--- config.mk ---
export PLATFORM = sky130hd
export DESIGN_NAME = mem_port_arbiter
export DESIGN_NICKNAME = d
export VERILOG_FILES = /design/src/rtl/mem_port_arbiter.sv
export SDC_FILE = /design/constraint.sdc
export NUM_CORES = 1
export LEC_CHECK = 0
export ABC_AREA = 1
export ABC_CLOCK_PERIOD_IN_PS = 2580
export CORE_UTILIZATION = 35
export DETAILED_ROUTE_END_ITERATION = 8
export GPL_ROUTABILITY_DRIVEN = 1
export PLACE_DENSITY_LB_ADDON = 0.3
export SLEW_MARGIN = 15
export SYNTH_ARGS = -nofsm -noshare
export SYNTH_HDL_FRONTEND = slang
export SYNTH_SLANG_ARGS = --single-unit
--- constraint.sdc ---
create_clock -name clk -period 2.58 [get_ports clk]
set_input_delay 0.387 -clock clk [delete_from_list [all_inputs] [get_ports clk]]
set_output_delay 0.387 -clock clk [all_outputs]
set_load 0.01 [all_outputs]
--- src/rtl/mem_port_arbiter.sv ---
// Shares one memory port between IF-stage fetch and MEM-stage load/store.
// Data-first arbitration with a fetch anti-starvation bound and a per-transfer ack timeout.
module mem_port_arbiter #(
    parameter int AW          = 32,
    parameter int DW          = 32,
    parameter int MAX_DSTREAK = 4,
    parameter int TIMEOUT     = 255
) (
    input  logic            clk,
    input  logic            reset,
    input  logic            if_req,
    input  logic [AW-1:0]   if_addr,
    output logic            if_done,
    output logic [DW-1:0]   if_rdata,
    output logic            if_stall,
    input  logic            d_req,
    input  logic            d_we,
    input  logic [AW-1:0]   d_addr,
    input  logic [DW-1:0]   d_wdata,
    input  logic [DW/8-1:0] d_be,
    output logic            d_done,
    output logic [DW-1:0]   d_rdata,
    output logic            d_stall,
    output logic            m_req,
    output logic            m_we,
    output logic [AW-1:0]   m_addr,
    output logic [DW-1:0]   m_wdata,
    output logic [DW/8-1:0] m_be,
    input  logic            m_ack,
    input  logic [DW-1:0]   m_rdata,
    output logic            err,
    output logic [1:0]      dbg_state
);
    // Handshake: a requester holds x_req and its operands until x_done pulses, then
    // updates or drops x_req before the next edge; m_req stays high until m_ack is
    // sampled high on a rising edge, and m_rdata is taken in that same cycle.

    localparam int BW = DW / 8;
    localparam int SW = $clog2(MAX_DSTREAK + 1);
    localparam int TW = $clog2(TIMEOUT + 1);
    localparam logic [SW-1:0] STREAK_MAX = SW'(MAX_DSTREAK);
    localparam logic [TW-1:0] TCNT_LAST  = TW'(TIMEOUT - 1);

    typedef enum logic [1:0] {
        IDLE  = 2'd0,
        GNT_I = 2'd1,
        GNT_D = 2'd2,
        RESP  = 2'd3
    } state_t;

    state_t          state, state_n;
    logic [SW-1:0]   streak, streak_n;
    logic [TW-1:0]   tcnt, tcnt_n;
    logic            m_req_n, m_we_n;
    logic [AW-1:0]   m_addr_n;
    logic [DW-1:0]   m_wdata_n;
    logic [BW-1:0]   m_be_n;
    logic            if_done_n, d_done_n, err_n;
    logic [DW-1:0]   if_rdata_n, d_rdata_n;
    logic            data_win, timed_out;

    // Fetch is forced only when it is waiting and data has won MAX_DSTREAK times in a row.
    assign data_win  = d_req && !(if_req && (streak == STREAK_MAX));
    assign timed_out = !m_ack && (tcnt == TCNT_LAST);

    always_comb begin
        state_n    = state;
        streak_n   = streak;
        tcnt_n     = tcnt;
        m_req_n    = m_req;
        m_we_n     = m_we;
        m_addr_n   = m_addr;
        m_wdata_n  = m_wdata;
        m_be_n     = m_be;
        if_done_n  = 1'b0;
        d_done_n   = 1'b0;
        err_n      = 1'b0;
        if_rdata_n = if_rdata;
        d_rdata_n  = d_rdata;

        case (state)
            IDLE: begin
                if (data_win) begin
                    state_n   = GNT_D;
                    m_req_n   = 1'b1;
                    m_we_n    = d_we;
                    m_addr_n  = d_addr;
                    m_wdata_n = d_wdata;
                    m_be_n    = d_be;
                    tcnt_n    = '0;
                    if (!if_req)
                        streak_n = '0;
                    else if (streak != STREAK_MAX)
                        streak_n = streak + SW'(1);
                end else if (if_req) begin
                    state_n   = GNT_I;
                    m_req_n   = 1'b1;
                    m_we_n    = 1'b0;
                    m_addr_n  = if_addr;
                    m_wdata_n = '0;
                    m_be_n    = '1;
                    tcnt_n    = '0;
                    streak_n  = '0;
                end else begin
                    streak_n = '0;
                end
            end

            GNT_I, GNT_D: begin
                if (!m_ack)
                    tcnt_n = tcnt + TW'(1);
                if (m_ack || timed_out) begin
                    state_n = RESP;
                    m_req_n = 1'b0;
                    err_n   = timed_out;
                    if (state == GNT_I) begin
                        if_done_n  = 1'b1;
                        if_rdata_n = timed_out ? '0 : m_rdata;
                    end else begin
                        d_done_n = 1'b1;
                        // Stores leave the last load value in place.
                        if (timed_out)
                            d_rdata_n = '0;
                        else if (!m_we)
                            d_rdata_n = m_rdata;
                    end
                end
            end

            RESP: state_n = IDLE;

            default: state_n = IDLE;
        endcase
    end

    always_ff @(posedge clk or negedge reset) begin
        if (!reset) begin
            state    <= IDLE;
            streak   <= '0;
            tcnt     <= '0;
            m_req    <= 1'b0;
            m_we     <= 1'b0;
            m_addr   <= '0;
            m_wdata  <= '0;
            m_be     <= '0;
            if_done  <= 1'b0;
            d_done   <= 1'b0;
            err      <= 1'b0;
            if_rdata <= '0;
            d_rdata  <= '0;
        end else begin
            state    <= state_n;
            streak   <= streak_n;
            tcnt     <= tcnt_n;
            m_req    <= m_req_n;
            m_we     <= m_we_n;
            m_addr   <= m_addr_n;
            m_wdata  <= m_wdata_n;
            m_be     <= m_be_n;
            if_done  <= if_done_n;
            d_done   <= d_done_n;
            err      <= err_n;
            if_rdata <= if_rdata_n;
            d_rdata  <= d_rdata_n;
        end
    end

    assign if_stall  = if_req & ~if_done;
    assign d_stall   = d_req & ~d_done;
    assign dbg_state = state;

endmodule

==> Implementation_results.wiki <==
{| class="wikitable"
! Metric !! Value
|-
| Result of the run || complete, no violations
|-
| Ports || 279
|-
| Final number of max-transition violations || 0
|-
| Fmax || 472.8 MHz
|-
| Setup-failing EPs final || 0
|-
| Setup skew after layout || roughly 0.0085 ns
|-
| Total Routed Length || 19.24 mm
|-
| Share of the yosys chip area belonging to registers || 0.5678
|-
| Floorplan die height || approximately 140 um
|-
| Worst reg2reg path depth || 8
|-
| GRT Util Overall || 0.2058
|-
| Hold path endpoint || if_rdata[11]
|-
| Final min period || approximately 2.1 ns
|-
| Area leader, netlist || sky130_fd_sc_hd__dfrtp_1
|-
| Number of buffers added on ports || roughly 280
|-
| Classification of the worst setup path || input pin to output port
|-
| Post-synthesis mux area share || 0
|-
| Area occupied by multi-input gates || 2260 um^2
|-
| Fin Setup TNS || 0 ns
|-
| Static leakage || 0.004681 uW
|-
| Max-cap violation count || 0
|-
| Largest family of logic cells by synthesized area || simple AND/OR/NAND/NOR gates
|-
| Post-synth EDFFs || 0
|-
| Number of buffers added by the clock tree synthesis step || 17
|-
| Clock transition at path regs || 0.06 ns
|-
| Share of flip-flops with an asynchronous set or reset after synthesis || 1.000
|-
| Number of fill cells || 1671
|-
| Starting density of the core || 0.3631
|-
| Areal power density over the cells || approximately 1200 nW/um^2
|-
| Required @ worst endpoint || 2.19 ns
|-
| Post-route DRC || 0
|-
| Met3 routed wirelength || about 1.7 mm
|-
| Clock Sinks || 150
|-
| Post-synthesis area per instance || 8.642 um^2
|-
| Max Fanout on Critical Path || 4
|-
| Routed Antenna Nets || 0
|-
| Utilization after layout || 0.5599
|-
| Kind of end point of the critical path || output port
|-
| Final hold violations || 0
|-
| Type of the most critical hold path || register to register
|-
| Least-Margin Pin Slew || 0.6507 ns
|-
| Min-delay src || if_rdata[11]
|-
| First-pass DRT Iterations || 5
|-
| Clock tree from TritonCTS || built
|-
| Number of antenna repair diodes || 0
|-
| Worst flop-to-flop path startpoint || dbg_state[0]
|-
| Gate count of the mapped netlist || 765
|-
| Worst max-slew margin expressed relative to the limit || 0.5662
|-
| Storage cell area || 3754 um^2
|-
| Count of state elements after synthesis || 150
|-
| Cells taking the most area after synthesis || sky130_fd_sc_hd__dfrtp_1 57%, sky130_fd_sc_hd__nand2_1 12%, sky130_fd_sc_hd__o21ai_0 6.4%
|-
| GPL Wtd Cong || 0.7734
|-
| Final HPWL DP || 13.80 mm
|-
| Via count of the first global-routing pass || ~5900
|-
| Horiz. Die Dim || 139.4 um
|-
| Synthesized Nets || 909
|-
| Top flip-flop cell by instance count after synthesis || sky130_fd_sc_hd__dfrtp_1
|-
| Largest net degree at the start of global routing || 117
|-
| Overall die area || between 15000 and 20000 um^2
|-
| Vias/cell || 4.735
|-
| Compound-gate portion of the synthesized area || 0.1213
|-
| Unrepaired setup endpoints after global routing || no
|-
| Maximum number of buffers from clock root to sink || 2
|-
| Iter 0 DRT Violations || 263
|-
| Count of different cell masters after synthesis || 31
|-
| Kind of launch point of the worst setup path || input pin
|-
| Amount of wire on met2 after detailed routing || 8.967 mm
|-
| Yosys top cell area share || 0.5678
|-
| Topmost layer with routed signal wires || met4
|-
| Sum of routed wire segments on met1 || ~8.3 mm
|-
| Net count, final || 1172
|-
| Global route overflow || 0
|-
| Fraction of the cycle the final worst path needs || 0.8198
|-
| Layout overhead on the synthesized area || 54.20%
|-
| Master cell of the clock root buffer || sky130_fd_sc_hd__clkbuf_16
|-
| CTS HTree Levels || 4
|-
| Instance count along the most critical hold path || 2
|-
| Vias || ~6000
|-
| R2r setup slk || between 0.5 and 0.6 ns
|-
| Parity-gate share of the synthesized area counting xor and xnor cells || 0.002650
|-
| Cell area after technology mapping || 6611 um^2
|-
| Share of final-layout standard cells stronger than drive strength 1 || 0.05956
|-
| Simple-gate area share of the yosys netlist || 0.2048
|-
| Number of antenna violations at the first check in global routing || 0
|-
| Latest clock arrival within the worst-skew pair || 0.42 ns
|-
| Post-CTS resize count || 0
|-
| R2R Path End || tcnt[0]
|-
| Standard-cell row count || 49
|-
| Yosys warns || 0
|-
| First-pass GRT wire length || 31.21 mm
|-
| Peak supply drop || 535.5 uV
|-
| Average wire per standard cell || 15.15 um
|-
| Arrival time at the worst endpoint || 1.73 ns
|-
| Placeable core region || around 18000 um^2
|-
| Adder and majority cell fraction of the synthesized area || 0.01136
|}
per-layer routing:
| metal | GRT usage | vias to the layer above |
|---|---|---|
| li1 | - | 2968 |
| met1 | 0.2534 | 2793 |
| met2 | 0.3325 | 228 |
| met3 | 0.07330 | 25 |
| met4 | 0.07427 | 0 |
| met5 | 0 | - |
layout by cell type (no fill, tap or decap), types with 2 or more instances in the layout:
cell                              instances
sky130_fd_sc_hd__o21ai_0                 85
sky130_fd_sc_hd__nand3_1                 42
sky130_fd_sc_hd__ha_1                     6
sky130_fd_sc_hd__nand2_1                214
sky130_fd_sc_hd__bufinv_16                3
sky130_fd_sc_hd__a31oi_1                 32
sky130_fd_sc_hd__dfrtp_1                150
sky130_fd_sc_hd__buf_4                    6
sky130_fd_sc_hd__nand4_1                  3
sky130_fd_sc_hd__clkbuf_16               17
sky130_fd_sc_hd__nor2_1                  42
sky130_fd_sc_hd__nand3_4                  2
sky130_fd_sc_hd__nand2_2                  8
sky130_fd_sc_hd__inv_2                    2
sky130_fd_sc_hd__buf_12                   5
sky130_fd_sc_hd__clkinv_2                 2
sky130_fd_sc_hd__xnor2_1                  2
sky130_fd_sc_hd__clkinv_4                 3
sky130_fd_sc_hd__clkdlybuf4s50_1        277
sky130_fd_sc_hd__inv_1                   89
sky130_fd_sc_hd__o21ai_1                 30
sky130_fd_sc_hd__inv_6                    3
worst max-delay path, cell delays in order:
cell,delay [ns]
sky130_fd_sc_hd__clkdlybuf4s50_1,0.54
sky130_fd_sc_hd__inv_1,0.16
sky130_fd_sc_hd__nor2_1,0.11
sky130_fd_sc_hd__clkdlybuf4s50_1,0.53
cells by family (layout without fill, tap and decap cells):
logic type / after synthesis / count (layout)
and+or+nand+nor: 319 / 319
AOI/OAI and AO/OA: 151 / 151
DFF: 150 / 150
buffers and inverters: 137 / 413
adders and majority gates: 6 / 6
xor gates and xnor gates: 2 / 2
per-stage QoR:
| stage | cell area [um^2] | worst slack [ns] | hold WS, ns | instances | power (uW) |
|---|---|---|---|---|---|
| after floorplan | 6611 | 0.9130 | 0.09141 | 765 | 6470 |
| after global placement | 9570 | 0.4530 | 0.4477 | 1237 | 9211 |
| after detailed placement | 9570 | 0.3958 | 0.4365 | 1237 | 9314 |
| after CTS | 10190 | 0.4614 | 0.4842 | 1270 | 11960 |
| after global routing | 10190 | 0.3094 | 0.4988 | 1270 | 12620 |
| final | 10190 | 0.4649 | 0.4849 | 1270 | 11820 |
flip-flops by register name, indices dropped and copies added (netlist names), 2 cells and up:
register	count
d_rdata	32
dbg_state	2
if_rdata	32
m_addr	32
m_be	4
m_wdata	32
streak	3
tcnt	8
synthesized netlist by cell type, types with 2 or more instances:
cell type,n
sky130_fd_sc_hd__a21oi_1,2
sky130_fd_sc_hd__a31oi_1,32
sky130_fd_sc_hd__buf_2,13
sky130_fd_sc_hd__buf_6,9
sky130_fd_sc_hd__clkbuf_1,16
sky130_fd_sc_hd__clkbuf_2,6
sky130_fd_sc_hd__dfrtp_1,150
sky130_fd_sc_hd__ha_1,6
sky130_fd_sc_hd__inv_1,90
sky130_fd_sc_hd__nand2_1,214
sky130_fd_sc_hd__nand2_2,8
sky130_fd_sc_hd__nand3_1,42
sky130_fd_sc_hd__nand3_4,2
sky130_fd_sc_hd__nand4_1,3
sky130_fd_sc_hd__nor2_1,42
sky130_fd_sc_hd__o21ai_0,85
sky130_fd_sc_hd__o21ai_1,30
sky130_fd_sc_hd__xnor2_1,2
report_power, final:
| group | internal [uW] | leakage [uW] | switching [uW] | total, uW |
|---|---|---|---|---|
| clock network | 1570 | 0.000300 | 1020 | 2590 |
| logic | 2610 | 0.00251 | 2590 | 5200 |
| registers | 3410 | 0.00187 | 615 | 4030 |
| total | 7590 | 0.00468 | 4220 | 11800 |
repair_timing:
item | CTS | global route
buffers inserted | 0 | 0
endpoints found under the hold margin | 42 | 0
hold buffers | 1 | 0
layout make-up:
cell class                      count  share of cell area
Tap cell                          229             0.02811
Timing Repair Buffer              290              0.2883
Multi-Input combinational cell    478              0.2216
Inverter                           91             0.03351
Sequential cell                   150              0.3682
Clock inverter                     13             0.01681
Clock buffer                       19             0.04345
worst max path at each step:
stage          slack [ns]  cells past startpoint         start           to
2_1_floorplan        0.91                     10  dbg_state[0]      tcnt[5]
3_3_place_gp         0.45                      8         m_ack  d_rdata[12]
3_5_place_dp         0.40                      8         m_ack   d_rdata[0]
4_1_cts              0.46                      4        if_req     if_stall
5_1_grt              0.31                      8  dbg_state[0]      tcnt[1]
6_report             0.46                      4        if_req     if_stall
No activity file was read; power rests on OpenSTA's default activity.
